<file path="config.mk">
export PLATFORM = sky130hd
export DESIGN_NAME = audio_avg_filter_flat
export DESIGN_NICKNAME = d
export VERILOG_FILES = /design/src/rtl/audio_avg_filter_if.sv /design/src/rtl/audio_avg_filter.sv /design/src/flat_wrapper.sv
export SDC_FILE = /design/constraint.sdc
export NUM_CORES = 1
export LEC_CHECK = 0
export CAP_MARGIN = 20
export CORE_ASPECT_RATIO = 0.8
export CORE_UTILIZATION = 56
export CTS_CLUSTER_DIAMETER = 100
export DETAILED_ROUTE_END_ITERATION = 10
export PLACE_DENSITY = 0.89
export SLEW_MARGIN = 0
export SYNTH_ARGS = -nofsm -noshare
export SYNTH_HDL_FRONTEND = slang
export SYNTH_SLANG_ARGS = --single-unit
</file>
<file path="constraint.sdc">
create_clock -name CLOCK_50 -period 15.4 [get_ports CLOCK_50]
set_input_delay 2.31 -clock CLOCK_50 [delete_from_list [all_inputs] [get_ports CLOCK_50]]
set_output_delay 2.31 -clock CLOCK_50 [all_outputs]
set_load 0.02 [all_outputs]
</file>
<file path="src/rtl/audio_avg_filter_if.sv">
// Codec-side handshake bundle for the moving-average audio filter.
// The filter takes the master view; the codec (or a bench) takes the slave view.
interface audio_avg_filter_if #(
   parameter int DATA_W = 24
);
   logic              read_ready;
   logic              write_ready;
   logic [DATA_W-1:0] readdata_left;
   logic [DATA_W-1:0] readdata_right;
   logic              read;
   logic              write;
   logic [DATA_W-1:0] writedata_left;
   logic [DATA_W-1:0] writedata_right;

   modport master (
      input  read_ready, write_ready, readdata_left, readdata_right,
      output read, write, writedata_left, writedata_right
   );

   modport slave (
      output read_ready, write_ready, readdata_left, readdata_right,
      input  read, write, writedata_left, writedata_right
   );
endinterface

</file>
<file path="src/rtl/audio_avg_filter.sv">
// Stereo 2^DEPTH_LOG2-tap moving-average filter sitting between codec read and write ports.
// Optional macro AUDIO_FILTER_BYPASS_EN adds a bypass input that forwards raw samples.
module audio_avg_filter #(
   parameter int DATA_W     = 24,
   parameter int DEPTH_LOG2 = 3
) (
   input  logic               CLOCK_50,
   input  logic               reset,
`ifdef AUDIO_FILTER_BYPASS_EN
   input  logic               bypass,
`endif
   audio_avg_filter_if.master codec
);
   localparam int N     = 1 << DEPTH_LOG2;
   localparam int SUM_W = DATA_W + DEPTH_LOG2;

   typedef enum logic [2:0] {
      IDLE,
      CAPTURE,
      ACCUM,
      WAIT_WR,
      WRITE
   } state_t;

   state_t state, state_nxt;

   logic signed [DATA_W-1:0] cap_l_p0, cap_r_p0;
   logic signed [DATA_W-1:0] hist_l [N];
   logic signed [DATA_W-1:0] hist_r [N];
   logic signed [SUM_W-1:0]  sum_l_p1, sum_r_p1;
   logic signed [SUM_W-1:0]  sum_l_nxt, sum_r_nxt;
   logic [DEPTH_LOG2-1:0]    ptr;
   logic signed [DATA_W-1:0] out_l_p2, out_r_p2;
   logic                     sel_raw;

   function automatic logic signed [SUM_W-1:0] sext(input logic signed [DATA_W-1:0] x);
      return {{DEPTH_LOG2{x[DATA_W-1]}}, x};
   endfunction

   // Arithmetic shift floors toward -inf; the result always fits back in DATA_W bits.
   function automatic logic signed [DATA_W-1:0] avg_trunc(input logic signed [SUM_W-1:0] s);
      logic signed [SUM_W-1:0] q;
      q = s >>> DEPTH_LOG2;
      return q[DATA_W-1:0];
   endfunction

`ifdef AUDIO_FILTER_BYPASS_EN
   assign sel_raw = bypass;
`else
   assign sel_raw = 1'b0;
`endif

   always_ff @(posedge CLOCK_50 or posedge reset) begin
      if (reset) begin
         state <= IDLE;
      end else begin
         state <= state_nxt;
      end
   end

   always_comb begin
      state_nxt   = state;
      codec.read  = 1'b0;
      codec.write = 1'b0;
      unique case (state)
         IDLE: begin
            if (codec.read_ready) state_nxt = CAPTURE;
         end
         CAPTURE: begin
            codec.read = 1'b1;
            state_nxt  = ACCUM;
         end
         ACCUM: begin
            state_nxt = WAIT_WR;
         end
         WAIT_WR: begin
            if (codec.write_ready) state_nxt = WRITE;
         end
         WRITE: begin
            codec.write = 1'b1;
            state_nxt   = IDLE;
         end
         default: begin
            state_nxt = IDLE;
         end
      endcase
   end

   // Running sum replaces the oldest window entry with the newly captured sample.
   always_comb begin
      sum_l_nxt = sum_l_p1 + sext(cap_l_p0) - sext(hist_l[ptr]);
      sum_r_nxt = sum_r_p1 + sext(cap_r_p0) - sext(hist_r[ptr]);
   end

   // p0: sample capture
   always_ff @(posedge CLOCK_50 or posedge reset) begin
      if (reset) begin
         cap_l_p0 <= '0;
         cap_r_p0 <= '0;
      end else if (state == CAPTURE) begin
         cap_l_p0 <= codec.readdata_left;
         cap_r_p0 <= codec.readdata_right;
      end
   end

   // p1/p2: window update and output load, both on the ACCUM edge
   always_ff @(posedge CLOCK_50 or posedge reset) begin
      if (reset) begin
         sum_l_p1 <= '0;
         sum_r_p1 <= '0;
         ptr      <= '0;
         out_l_p2 <= '0;
         out_r_p2 <= '0;
         for (int i = 0; i < N; i++) begin
            hist_l[i] <= '0;
            hist_r[i] <= '0;
         end
      end else if (state == ACCUM) begin
         sum_l_p1    <= sum_l_nxt;
         sum_r_p1    <= sum_r_nxt;
         hist_l[ptr] <= cap_l_p0;
         hist_r[ptr] <= cap_r_p0;
         ptr         <= ptr + 1'b1;
         out_l_p2    <= sel_raw ? cap_l_p0 : avg_trunc(sum_l_nxt);
         out_r_p2    <= sel_raw ? cap_r_p0 : avg_trunc(sum_r_nxt);
      end
   end

   assign codec.writedata_left  = out_l_p2;
   assign codec.writedata_right = out_r_p2;

endmodule

</file>
<file path="src/flat_wrapper.sv">
// flat-port wrapper written by rule: the top's interface ports become plain ports
module audio_avg_filter_flat 
#(
   parameter int DATA_W     = 24,
   parameter int DEPTH_LOG2 = 3
)
  (CLOCK_50, reset, codec_read_ready, codec_write_ready, codec_readdata_left, codec_readdata_right, codec_read, codec_write, codec_writedata_left, codec_writedata_right);
  audio_avg_filter_if #(.DATA_W(DATA_W)) codec_i ();
  input  logic CLOCK_50;
  input  logic reset;
  input wire logic [$bits(codec_i.read_ready)-1:0] codec_read_ready;
  input wire logic [$bits(codec_i.write_ready)-1:0] codec_write_ready;
  input wire logic [$bits(codec_i.readdata_left)-1:0] codec_readdata_left;
  input wire logic [$bits(codec_i.readdata_right)-1:0] codec_readdata_right;
  output wire logic [$bits(codec_i.read)-1:0] codec_read;
  output wire logic [$bits(codec_i.write)-1:0] codec_write;
  output wire logic [$bits(codec_i.writedata_left)-1:0] codec_writedata_left;
  output wire logic [$bits(codec_i.writedata_right)-1:0] codec_writedata_right;
  assign codec_i.read_ready = codec_read_ready;
  assign codec_i.write_ready = codec_write_ready;
  assign codec_i.readdata_left = codec_readdata_left;
  assign codec_i.readdata_right = codec_readdata_right;
  assign codec_read = codec_i.read;
  assign codec_write = codec_i.write;
  assign codec_writedata_left = codec_i.writedata_left;
  assign codec_writedata_right = codec_i.writedata_right;
  audio_avg_filter #(.DATA_W(DATA_W), .DEPTH_LOG2(DEPTH_LOG2)) u_core (.CLOCK_50(CLOCK_50), .reset(reset), .codec(codec_i));
endmodule
</file>
==> summary.json <==
{
  "outcome": {"value": "finished, final reports clean"},
  "timing.final.crit_share": {"value": 38.3, "unit": "%"},
  "antenna_violations_before_repair": {"value": 0},
  "fraction_of_final_layout_cells_with_drive_strength_greater_than_1": {"value": 15.6, "unit": "%"},
  "critPathLaunchType": {"value": "register"},
  "worst-setup-path-type": {"value": "register to register"},
  "dpl.hpwl": {"value": 37600, "unit": "um"},
  "clock_latency_reported_for_the_late_side_of_the_worst_skew_pair": {"value": 0.60, "unit": "ns"},
  "synth_warnings": {"value": 0},
  "io_buffers": {"value": 101},
  "synthDistinctLibCells": {"value": 60},
  "clock.fmax": {"value": 0.170, "unit": "GHz"},
  "grt.met3_usage": {"value": 4.88, "unit": "%"},
  "cts_hold_buf": {"value": 0},
  "cts_max_path_buffers": {"value": 3},
  "origin_of_the_worst_min_delay_path": {"value": "u_core.hist_r[102]$_DFFE_PP0P_"},
  "slew-limit-headroom": {"value": 27.2, "unit": "%"},
  "synth.avg_cell_area": {"value": 10.8, "unit": "um^2"},
  "global_route.overflow_total": {"value": 0},
  "worst-endpoint-arrival": {"value": 6.33, "unit": "ns"},
  "layout-area-overhead-vs-synth": {"value": 11.3, "unit": "%"},
  "nNetsFinal": {"value": 2475},
  "worstMarginPinSlew": {"value": 1.09, "unit": "ns"},
  "wl_per_cell": {"value": 20.5, "unit": "um"},
  "synth_top_area_share": {"value": 49.3, "unit": "%"},
  "floorplan.io_pins": {"value": 102},
  "hold_violations": {"value": 0},
  "syn-cell-area": {"value": 25000, "unit": "um^2"},
  "final_cell_mix": {"value": "dfrtp_1, nand2_1, o21ai_0, inv_1, mux2_2"},
  "synth_ff_type": {"value": "dfrtp_1"},
  "critical_path_required": {"value": 15.84, "unit": "ns"},
  "met1_usage": {"value": 37.4, "unit": "%"},
  "cts_tree": {"value": "yes"},
  "worstPathMaxFanout": {"value": 44},
  "post-cts-setup-buffer-count": {"value": 0},
  "synthTopCellsByArea": {"value": "dfrtp_1, mux4_2, o21ai_0"},
  "yosys.area.top_type": {"value": "dfrtp_1"},
  "synth_seq_cells": {"value": 492},
  "core": {"value": 43600, "unit": "um^2"},
  "route.final.wire_length": {"value": 60300, "unit": "um"},
  "fillers": {"value": 3162},
  "drt_first_pass_iters": {"value": 6},
  "path_clk_slew": {"value": 0.06, "unit": "ns"},
  "routed-via-count": {"value": 17600},
  "die_area": {"value": 45400, "unit": "um^2"},
  "min-delay-path-class": {"value": "register to register"},
  "tns": {"value": 0, "unit": "ns"},
  "via_count_of_the_first_global_routing_pass": {"value": 18600},
  "gp_routability_congestion": {"value": 0.933},
  "pin_count_of_the_biggest_net_entering_global_routing": {"value": 192},
  "initial_standard_cell_utilization_of_the_core": {"value": 57.3, "unit": "%"},
  "antenna-diode-count": {"value": 0},
  "grt_first_pass_wirelength": {"value": 97900, "unit": "um"},
  "clock-sinks": {"value": 492},
  "post_placement_worst_setup_slack": {"value": 9.56, "unit": "ns"},
  "period_needed": {"value": 5.89, "unit": "ns"},
  "postSynthNetCount": {"value": 2470},
  "clockRootBuffer": {"value": "clkbuf_16"},
  "async_reset_ff_share": {"value": 100, "unit": "%"},
  "fin_skew": {"value": 0.0265, "unit": "ns"},
  "floorplan.rows": {"value": 68},
  "cp-end-kind": {"value": "register"},
  "setup_repair_after_global_routing_missed_its_margin": {"value": "no"},
  "number_of_enable_type_register_cells_in_the_synthesized_netlist": {"value": 0},
  "timing.critical_path.from": {"value": "u_core.ptr[0]$_DFFE_PP0P_"},
  "post_cts_resize_count": {"value": 0},
  "rr_startpoint": {"value": "u_core.ptr[0]$_DFFE_PP0P_"},
  "via_to_cell_ratio": {"value": 5.99},
  "die_w": {"value": 238, "unit": "um"},
  "busiest_layer": {"value": "met2"},
  "postLayoutSetupSlackWorst": {"value": 9.51, "unit": "ns"},
  "netlist_instances": {"value": 2311},
  "drtAntennaViolNets": {"value": 0},
  "cap_violations": {"value": 0},
  "drc": {"value": 0},
  "timing_max_transition_violations_final": {"value": 0},
  "grt.met2_usage": {"value": 45.0, "unit": "%"},
  "cts_inserted_buffers": {"value": 47},
  "globalRouteTotalUtil": {"value": 27.5, "unit": "%"},
  "synth.yosys.seq_area_share": {"value": 49.3, "unit": "%"},
  "cts_max_level": {"value": 2},
  "layout.cells.most_common": {"value": "dfrtp_1"},
  "fp.dieH": {"value": 191, "unit": "um"},
  "starting_drc_count_in_detailed_routing": {"value": 1911},
  "final-setup-viol-count": {"value": 0}
}
per-layer routing:
layer | part of all wire [%] | up-vias | routed length, um
li1 | - | 7793 | -
met1 | 41 | 8954 | 24900
met2 | 49 | 765 | 29400
met3 | 7.5 | 132 | 4520
met4 | 2.5 | 0 | 1480
met5 | 0 | - | 0
critical path, cell delays in order, from the launching register on:
cell	delay, ns
dfrtp_4	0.79
buf_4	0.83
mux4_2	0.61
mux2_2	0.29
ha_1	0.29
inv_1	0.05
ha_1	0.21
fa_1	0.46
a21o_1	0.17
a21oi_1	0.27
o21ai_0	0.17
a211o_1	0.40
a21oi_1	0.41
nor2_1	0.17
a31oi_1	0.24
xor2_1	0.21
o21ai_0	0.10
flip-flops by register name, indices dropped and copies added (netlist names):
name / flops
u_core.hist_l: 192
u_core.hist_r: 192
u_core.cap_l_p0: 24
u_core.cap_r_p0: 24
u_core.codec.writedata_left: 24
u_core.codec.writedata_right: 23
u_core.sum_r_p1: 4
u_core.ptr: 3
u_core.state: 3
u_core.sum_l_p1: 3
worst paths after layout:
path / endpoint / slack (ns) / cells past startpoint
worst min-delay path: u_core.hist_r[102]$_DFFE_PP0P_ / 0.48 / 2
worst max-delay path: u_core.codec.writedata_right[17]$_DFFE_PP0P_ / 9.51 / 16
max in group asynchronous: u_core.codec.writedata_right[4]$_DFFE_PP0P_ / 11.20 / 6
min in group asynchronous: u_core.hist_l[148]$_DFFE_PP0P_ / 2.31 / 3
worst max register to register: u_core.codec.writedata_right[17]$_DFFE_PP0P_ / 9.51 / 16
worst min register to register: u_core.hist_r[102]$_DFFE_PP0P_ / 0.48 / 2
Yosys cell counts (3+ instances only):
| library cell | number |
|---|---|
| dfrtp_1 | 492 |
| nand2_1 | 411 |
| o21ai_0 | 390 |
| inv_1 | 208 |
| mux2_2 | 155 |
| mux4_2 | 96 |
| clkbuf_1 | 87 |
| a21oi_1 | 55 |
| ha_1 | 55 |
| fa_1 | 52 |
| buf_4 | 48 |
| a21o_1 | 28 |
| buf_1 | 28 |
| nor2_1 | 28 |
| xor2_1 | 28 |
| xnor2_1 | 23 |
| nand2b_1 | 12 |
| buf_2 | 10 |
| nand3_1 | 10 |
| nor3_1 | 9 |
| o21bai_1 | 8 |
| o21a_1 | 6 |
| a211oi_1 | 5 |
| mux2i_1 | 5 |
| nand4_1 | 5 |
| and3_1 | 4 |
| nor2b_1 | 4 |
| nor3b_1 | 4 |
| a31oi_1 | 3 |
| o211ai_1 | 3 |
| o31ai_1 | 3 |
logic make-up (layout without fill, tap and decap cells):
logic type / after synthesis / in the layout / share of synthesized area [%]
compound gates: 523 / 523 / 11.4
simple gates: 501 / 501 / 8.16
flops: 492 / 492 / 49.3
buf+inv: 381 / 423 / 6.50
mux: 256 / 256 / 15.9
fa+ha+maj: 107 / 107 / 6.93
xor+xnor: 51 / 51 / 1.79
area by class of cell:
class	count	area [um^2]	area share (%)
inverter	208	785	2.82
sequential	492	12300	44.3
clock inverter	11	145	0.522
clock buffer	75	1390	5.01
multi-input combinational	1438	11100	39.9
tap	595	744	2.68
timing repair buffer	129	1310	4.71
per-stage QoR:
step | util [%] | instances | hold WS, ns | cell area [um^2]
5_1_grt | 63.8 | 2948 | 0.491 | 27800
3_3_place_gp | 60.0 | 2857 | 0.456 | 26100
2_1_floorplan | - | 2311 | 0.445 | 25000
6_report | 63.8 | 2948 | 0.476 | 27800
3_5_place_dp | 60.0 | 2858 | 0.465 | 26100
4_1_cts | 63.6 | 2944 | 0.479 | 27700
Power is not shown: default switching activity piles up to over one toggle a cycle in this logic, so the estimate is an artifact.
